<file path="config.mk">
export PLATFORM = sky130hd
export DESIGN_NAME = wfg_wb_arbiter
export DESIGN_NICKNAME = d
export VERILOG_FILES = /design/src/rtl/wfg_wb_arbiter.sv
export SDC_FILE = /design/constraint.sdc
export NUM_CORES = 1
export LEC_CHECK = 0
export BUFFER_PORTS_ARGS = -buffer_cell sky130_fd_sc_hd__buf_2
export CELL_PAD_IN_SITES_DETAIL_PLACEMENT = 0
export CELL_PAD_IN_SITES_GLOBAL_PLACEMENT = 1
export CORE_AREA = 4 4 124 126
export CTS_CLUSTER_DIAMETER = 60
export DETAILED_ROUTE_END_ITERATION = 8
export DIE_AREA = 0 0 128 130
export PLACE_DENSITY = 0.82
export SLEW_MARGIN = 20
export SYNTH_ARGS = -nofsm -noshare
export SYNTH_HDL_FRONTEND = slang
export SYNTH_SLANG_ARGS = --single-unit
</file>
<file path="constraint.sdc">
create_clock -name clk -period 2.2 [get_ports clk]
set_clock_uncertainty 0.05 [all_clocks]
set_input_delay 0.11 -clock clk [delete_from_list [all_inputs] [get_ports clk]]
set_output_delay 0.11 -clock clk [all_outputs]
set_load 0.02 [all_outputs]
</file>
<file path="src/rtl/wfg_wb_arbiter.sv">
// Two-master, one-slave Wishbone classic arbiter with round-robin grant
// and a stall watchdog that force-terminates cycles a slave never acks.
module wfg_wb_arbiter #(
   parameter int unsigned            ADDR_WIDTH   = 32,
   parameter int unsigned            DATA_WIDTH   = 32,
   parameter int unsigned            TIMEOUT      = 16,
   parameter logic [DATA_WIDTH-1:0]  TIMEOUT_DATA = DATA_WIDTH'(32'hDEADBEEF)
) (
   input  logic                      clk,
   input  logic                      rst,

   input  logic                      m0_wb_cyc_i,
   input  logic                      m0_wb_stb_i,
   input  logic                      m0_wb_we_i,
   input  logic [DATA_WIDTH/8-1:0]   m0_wb_sel_i,
   input  logic [ADDR_WIDTH-1:0]     m0_wb_adr_i,
   input  logic [DATA_WIDTH-1:0]     m0_wb_dat_i,
   output logic [DATA_WIDTH-1:0]     m0_wb_dat_o,
   output logic                      m0_wb_ack_o,

   input  logic                      m1_wb_cyc_i,
   input  logic                      m1_wb_stb_i,
   input  logic                      m1_wb_we_i,
   input  logic [DATA_WIDTH/8-1:0]   m1_wb_sel_i,
   input  logic [ADDR_WIDTH-1:0]     m1_wb_adr_i,
   input  logic [DATA_WIDTH-1:0]     m1_wb_dat_i,
   output logic [DATA_WIDTH-1:0]     m1_wb_dat_o,
   output logic                      m1_wb_ack_o,

   output logic                      s_wb_cyc_o,
   output logic                      s_wb_stb_o,
   output logic                      s_wb_we_o,
   output logic [DATA_WIDTH/8-1:0]   s_wb_sel_o,
   output logic [ADDR_WIDTH-1:0]     s_wb_adr_o,
   output logic [DATA_WIDTH-1:0]     s_wb_dat_o,
   input  logic [DATA_WIDTH-1:0]     s_wb_dat_i,
   input  logic                      s_wb_ack_i,

   output logic [1:0]                grant_o,
   output logic                      timeout_o,
   output logic [7:0]                timeout_cnt_o
);

   localparam int unsigned SEL_W = DATA_WIDTH / 8;
   localparam int unsigned WD_W  = (TIMEOUT > 2) ? $clog2(TIMEOUT) : 1;

   typedef enum logic [1:0] {IDLE, OWN0, OWN1, ABORT} state_t;

   state_t          state;
   logic            owner;      // master that holds (or held, in ABORT) the bus
   logic            last;       // most recently granted master
   logic [WD_W-1:0] wd_cnt;
   logic            owner_cyc_c;
   logic            wd_expire_c;

   assign owner_cyc_c = owner ? m1_wb_cyc_i : m0_wb_cyc_i;

   // Slave-side mux and response routing, driven from the registered state.
   always_comb begin
      s_wb_cyc_o  = 1'b0;
      s_wb_stb_o  = 1'b0;
      s_wb_we_o   = 1'b0;
      s_wb_sel_o  = '0;
      s_wb_adr_o  = '0;
      s_wb_dat_o  = '0;
      m0_wb_ack_o = 1'b0;
      m0_wb_dat_o = '0;
      m1_wb_ack_o = 1'b0;
      m1_wb_dat_o = '0;
      wd_expire_c = 1'b0;
      case (state)
         OWN0: begin
            s_wb_cyc_o  = m0_wb_cyc_i;
            s_wb_stb_o  = m0_wb_cyc_i & m0_wb_stb_i;
            s_wb_we_o   = m0_wb_we_i;
            s_wb_sel_o  = SEL_W'(m0_wb_sel_i);
            s_wb_adr_o  = m0_wb_adr_i;
            s_wb_dat_o  = m0_wb_dat_i;
            m0_wb_ack_o = s_wb_ack_i & m0_wb_cyc_i & m0_wb_stb_i;
            m0_wb_dat_o = s_wb_dat_i;
         end
         OWN1: begin
            s_wb_cyc_o  = m1_wb_cyc_i;
            s_wb_stb_o  = m1_wb_cyc_i & m1_wb_stb_i;
            s_wb_we_o   = m1_wb_we_i;
            s_wb_sel_o  = SEL_W'(m1_wb_sel_i);
            s_wb_adr_o  = m1_wb_adr_i;
            s_wb_dat_o  = m1_wb_dat_i;
            m1_wb_ack_o = s_wb_ack_i & m1_wb_cyc_i & m1_wb_stb_i;
            m1_wb_dat_o = s_wb_dat_i;
         end
         ABORT: begin
            if (owner) begin
               m1_wb_ack_o = 1'b1;
               m1_wb_dat_o = TIMEOUT_DATA;
            end else begin
               m0_wb_ack_o = 1'b1;
               m0_wb_dat_o = TIMEOUT_DATA;
            end
         end
         default: ;
      endcase
      // A slave ack in the expiry cycle takes priority over the abort.
      wd_expire_c = (TIMEOUT != 0) && s_wb_stb_o && !s_wb_ack_i &&
                    (wd_cnt == WD_W'(TIMEOUT - 1));
   end

   // Arbitration FSM, watchdog and status registers.
   always_ff @(posedge clk) begin
      if (rst) begin
         state         <= IDLE;
         owner         <= 1'b0;
         last          <= 1'b1;
         wd_cnt        <= '0;
         grant_o       <= 2'b00;
         timeout_o     <= 1'b0;
         timeout_cnt_o <= 8'd0;
      end else begin
         timeout_o <= 1'b0;
         case (state)
            IDLE: begin
               wd_cnt <= '0;
               if (m0_wb_cyc_i && (!m1_wb_cyc_i || last)) begin
                  state   <= OWN0;
                  owner   <= 1'b0;
                  last    <= 1'b0;
                  grant_o <= 2'b01;
               end else if (m1_wb_cyc_i) begin
                  state   <= OWN1;
                  owner   <= 1'b1;
                  last    <= 1'b1;
                  grant_o <= 2'b10;
               end
            end
            OWN0, OWN1: begin
               if (!owner_cyc_c) begin
                  state   <= IDLE;
                  wd_cnt  <= '0;
                  grant_o <= 2'b00;
               end else if (wd_expire_c) begin
                  state     <= ABORT;
                  wd_cnt    <= '0;
                  timeout_o <= 1'b1;
                  if (timeout_cnt_o != 8'hFF)
                     timeout_cnt_o <= timeout_cnt_o + 8'd1;
               end else if (s_wb_ack_i) begin
                  wd_cnt <= '0;
               end else if (s_wb_stb_o) begin
                  wd_cnt <= wd_cnt + WD_W'(1);
               end
            end
            ABORT: begin
               wd_cnt <= '0;
               if (owner_cyc_c) begin
                  state <= owner ? OWN1 : OWN0;
               end else begin
                  state   <= IDLE;
                  grant_o <= 2'b00;
               end
            end
            default: state <= IDLE;
         endcase
      end
   end

endmodule

</file>
# Word level (Yosys, flattened, before mapping)
# Cells that the tools add are included.
dict set report totals {
  regBits 19
  input_bits 177
  output_inout_bits 148
  elab_cells 74
}
dict set report classes {
  add_sub_neg 2
  eq_ne 9
  muxes 32
  bitwise 8
  n_reduce_logical 16
}
# operator n
set op_table {}
lappend op_table {{one-hot mux 32 bit (2 select lines)} 4}
lappend op_table {{two-way mux 32 bit} 2}
lappend op_table {{two-way mux 4 bit} 4}
lappend op_table {{one-hot mux 4 bit (2 select lines)} 2}
lappend op_table {{two-way mux 2 bit} 7}
lappend op_table {{one-hot mux 1 bit (2 select lines)} 5}
lappend op_table {{adder 8 x 1 -> 8 bit (second input constant)} 1}
lappend op_table {{inequality test 8 bit (second input constant)} 1}
lappend op_table {{bitwise AND 1 bit} 6}
lappend op_table {{two-way mux 1 bit} 6}
lappend op_table {{inequality test 3 bit (second input constant)} 2}
lappend op_table {{one-hot mux 2 bit (3 select lines)} 1}
lappend op_table {{AND reduction 2 bit} 3}
lappend op_table {{OR reduction 3 bit} 2}
lappend op_table {{inequality test 5 bit (second input constant)} 1}
lappend op_table {{adder 4 x 1 -> 4 bit (second input constant)} 1}
lappend op_table {{equality test 2 bit (second input constant)} 2}
lappend op_table {{equality test 4 bit (second input constant)} 1}
lappend op_table {{one-hot mux 2 bit (2 select lines)} 1}
lappend op_table {{AND reduction 4 bit} 1}
lappend op_table {{OR reduction 2 bit} 2}
lappend op_table {{logical AND 1 bit} 3}
lappend op_table {{equality test 2 x 1 -> 1 bit (second input constant)} 1}
lappend op_table {{zero test 1 bit} 2}
lappend op_table {{5 further kinds} 6}

# Logic depth before layout (Yosys ltp)
dict set report depth {
  ltp_word 7
  depth_mapped 7
  ltp_nobuf 6
}

# Least setup slack after synthesis
# No wires, ideal clock.
dict set report synth_path {
  path_type {reg2reg}
  from {register state[0]}
  to {register timeout_cnt_o[6]}
  setup_time_ps 71
  t_arrival_ps 1798
  t_required_ps 2079
  path_slack_ps 281
  path_stages_with_launch 7
  n_path_buf 0
  synth_period_minus_slack_ps 1919
  path_cell_list {dfxtp_1 -> inv_1 -> ha_1 -> and4b_2 -> o211ai_4 -> or4_1 -> a21oi_1}
}
dict set report synth_between {
  elab_chain_len 5
  elab_cells_between_ends 7
  cone_classes {eq/ne (2); mux (1); reduce/logical (4)}
}
# element line_no
set synth_rtl {}
lappend synth_rtl {{start, declared} 49} ;# state_t state;
lappend synth_rtl {{start signal, assigned} 155} ;# state <= owner ? OWN1 : OWN0;
lappend synth_rtl {{equality test 2 bit or equality test 2 x 1 -> 1 bit (tied branches)} {71, 120}}
lappend synth_rtl {{one-hot mux 1 bit (2 select lines)} 71} ;# case (state)
lappend synth_rtl {{logical AND 1 bit (2 in series)} 104} ;# wd_expire_c = (TIMEOUT != 0) && s_wb_stb_o && !s_wb_ack_i &&
lappend synth_rtl {{AND reduction 4 bit (no source line) (*)} --}
lappend synth_rtl {{end signal, assigned} 145} ;# timeout_cnt_o <= timeout_cnt_o + 8'd1;
lappend synth_rtl {{end, declared} 41} ;# output logic [7:0] timeout_cnt_o
# Every way passes the cells marked *; elsewhere a longest branch is shown, timed or not.
# A chain may end at the register's enable or synchronous reset.

# Final worst setup path
dict set report layout_path {
  from {register state[1]}
  to {register timeout_cnt_o[4]}
}
# The elaborated chain is that of the path after synthesis.

==> flow_summary.yaml <==
run_status:
  outcome: "finished clean"
layout:
  seqCellArea_sq_um: 380
  num_antenna_cells: 0
  filler_cell_count: 1622
  num-nets-final: 911
  final_util_pct: 32.5
  layout.cell_area.non_filler_sq_um: 4650
  multiInputGateArea_sq_um: 2130
  share_of_cells_above_drive_strength_1_pct: 49.0
  most_frequent_cells_in_the_layout: "324 x buf_2, 110 x nand2_1, 73 x nor2b_1, 72 x a22oi_1, 19 x dfxtp_1"
  mostFrequentLayoutCell: "buf_2"
  flow.area_growth_from_synthesis_pct: 74.2
timing:
  layout_min_cycle_time_ps: 2060
  tightestPinTransition_ps: 423
  achievable-frequency_mhz: 486
  drv_slew: 0
  timing.final.setup_violations: 0
  final_min_period_over_clock_period_pct: 93.6
  max_slew_margin_pct: 71.8
  final-hold-violation-count: 0
synth:
  synth_top_flop_cell: "dfxtp_1"
  synth_area_leader_cell: "a22oi_1"
  synth_cells: 418
  ys_ff_latch: 19
  synthesis.nets: 602
  syn-mean-instance-area_sq_um: 6.38
  synth.top_cells.by_area: "a22oi_1 20%, nor2b_1 17%, nand2_1 15%"
  synth.yosys.warnings: 0
  ys_seq_area_share_pct: 14.3
  synth.lib_cells_used.distinct: 39
  synth-edff-count: 0
  synth-async-reset-ratio_pct: 0
  synth_top_area_share_pct: 20.3
  cell_area_after_synthesis_sq_um: 2670
setup_path:
  signal_arrival_time_at_the_worst_endpoint_ps: 2190
  endpoint_kind: "flip-flop"
  timing.critical_path.slowest_cell_delay_ps: 540
  worst_path_max_delay_cell: "or4_1"
  cp_cell_sequence: "inv_1 -> ha_2 -> and4b_2 -> o211ai_4 -> or4_1 -> a21oi_1"
  cp_max_fo: 15
  criticalPathCategory: "flip-flop to flip-flop"
  timing.critical_path.from_type: "flip-flop"
  worst_ep_required_time_ps: 2330
die:
  floorplan.core_area_sq_um: 14300
  boundaryPins: 325
  die_h_um: 130
  die_x_um: 128
  floorplan.rows: 44
  floorplan.initialDensity_pct: 18.6
  die-area_sq_um: 16600
clock_tree:
  cts_inserted_buffers: 3
  clock-sinks: 19
  clkLatencyLatePin_ps: 250
  tritoncts: "built"
  cts_hold_buffers: 0
  cts_buffer_depth: 2
  clock_root_buffer: "clkbuf_16"
  cts.htree.levels: 1
  cts.clk_slew.worst_paths_ps: 60
routing:
  drt_drc_violations_left: 0
  antenna_left: 0
  num_vias: 4096
  detail_route.vias_per_cell: 4.50
  drt_pre_antenna_iters: 4
  wire_per_inst_um: 15.6
  wl_um: 14200
  first_iter_violations: 207
place:
  placed_cell_area_sq_um: 4510
  port_buffers: 324
  dpl.hpwl_um: 11500
  place_congestion: 0.811
global_routing:
  antenna_found_initial: 0
  first_pass_grt_wire_length_um: 19900
  grt_max_degree: 72
  number_of_global_route_vias_before_repair: 3662
  grt_overflow_total: 0
  globalRouteTotalUtil_pct: 14.8
power:
  power-per-cell-area_nw_per_um2: 1240
  p_leak_nw: 2.66
  max-vdd-ir-drop_mv: 0.571
run:
  timing.max_cap.violations: 0
min_path:
  hold_path_class: "primary input to flip-flop"
[critical path, delay by kind of cell (launching register included)]
kind                     cells  cell delay (ps)
flip-flops                   1              330
buffers and inverters        1               60
AND/OR/NAND/NOR              2              850
AO/OA/AOI/OAI                2              330
adder cells (fa/ha/maj)      1              380
[per-layer routing]
metal / track usage (%) / vias up / wire length [um]
li1: - / 2077 / -
met1: 19.3 / 1838 / 5650
met2: 25.9 / 175 / 7320
met3: 2.58 / 6 / 1070
met4: 2.50 / 0 / 144
met5: 0 / - / 0
[cell families after synthesis]
group | share of synthesized area [%]
AND/OR/NAND/NOR | 43.6
multiplexers | 0.937
flip-flops | 14.3
adder cells (fa/ha/maj) | 3.28
buffers and inverters | 6.99
AO/OA/AOI/OAI | 30.7
XOR/XNOR | 0.328
[state kept, by name (all words and copies together), names as in the netlist]
signal and cells:
grant_o 2, wd_cnt 4, last 1, owner 1, timeout_o 1, state 2, timeout_cnt_o 8
[layout make-up]
class	count	area share (%)
Tap cell	184	4.95
Sequential cell	19	8.18
Timing Repair Buffer	344	38.9
Inverter	6	0.484
Clock buffer	4	1.70
Multi-Input combinational cell	353	45.8
[Yosys cell counts, types with 2 or more instances]
master    count
a31oi_1       2
dfxtp_1      19
buf_4         3
inv_1         6
nand3_1       7
clkbuf_1     30
o221a_2       2
a21oi_1      11
a22o_1        2
buf_2         2
and3_1        2
o21ai_0       8
buf_1         5
and2_1       17
and4_1        2
nand2_1     110
or3_1         4
a22oi_1      72
nor2b_1      73
ha_1          7
o31ai_1       5
or4_1         5
nor2_1        8
[power breakdown]
group	total, W	internal, W	leakage [nW]	switching, W
logic	0.00496	0.00189	2.46	0.00307
registers	0.000416	0.000386	0.154	0.0000296
clock network	0.000377	0.000247	0.0382	0.000131
[timing repair]
item	in CTS	in global routing
setup buffers	0	6
gates resized for setup	0	2
endpoints found under the setup margin	0	55
[stage by stage]
step | setup slack (ps) | TNS, ps | cells | power [W] | hold slack [ps]
after floorplan | 281 | 0 | 418 | 0.00367 | 129
after global placement | 200 | 0 | 900 | 0.00541 | 416
after detailed placement | 169 | 0 | 900 | 0.00539 | 418
after CTS | 69.6 | 0 | 904 | 0.00579 | 169
after global routing | -3.33 | -3.33 | 910 | 0.00622 | 198
final | 140 | 0 | 910 | 0.00575 | 171
[path summary, 6_finish.rpt]
check | startpoint | endpoint | slack, ps | cells after the start
min | rst | grant_o[0] | 170 | 2
min reg2reg | wd_cnt[1] | wd_cnt[1] | 430 | 2
max reg2reg | state[1] | timeout_cnt_o[4] | 140 | 6
max | state[1] | timeout_cnt_o[4] | 140 | 6
Note: power is estimated with default switching activity, not from simulation.
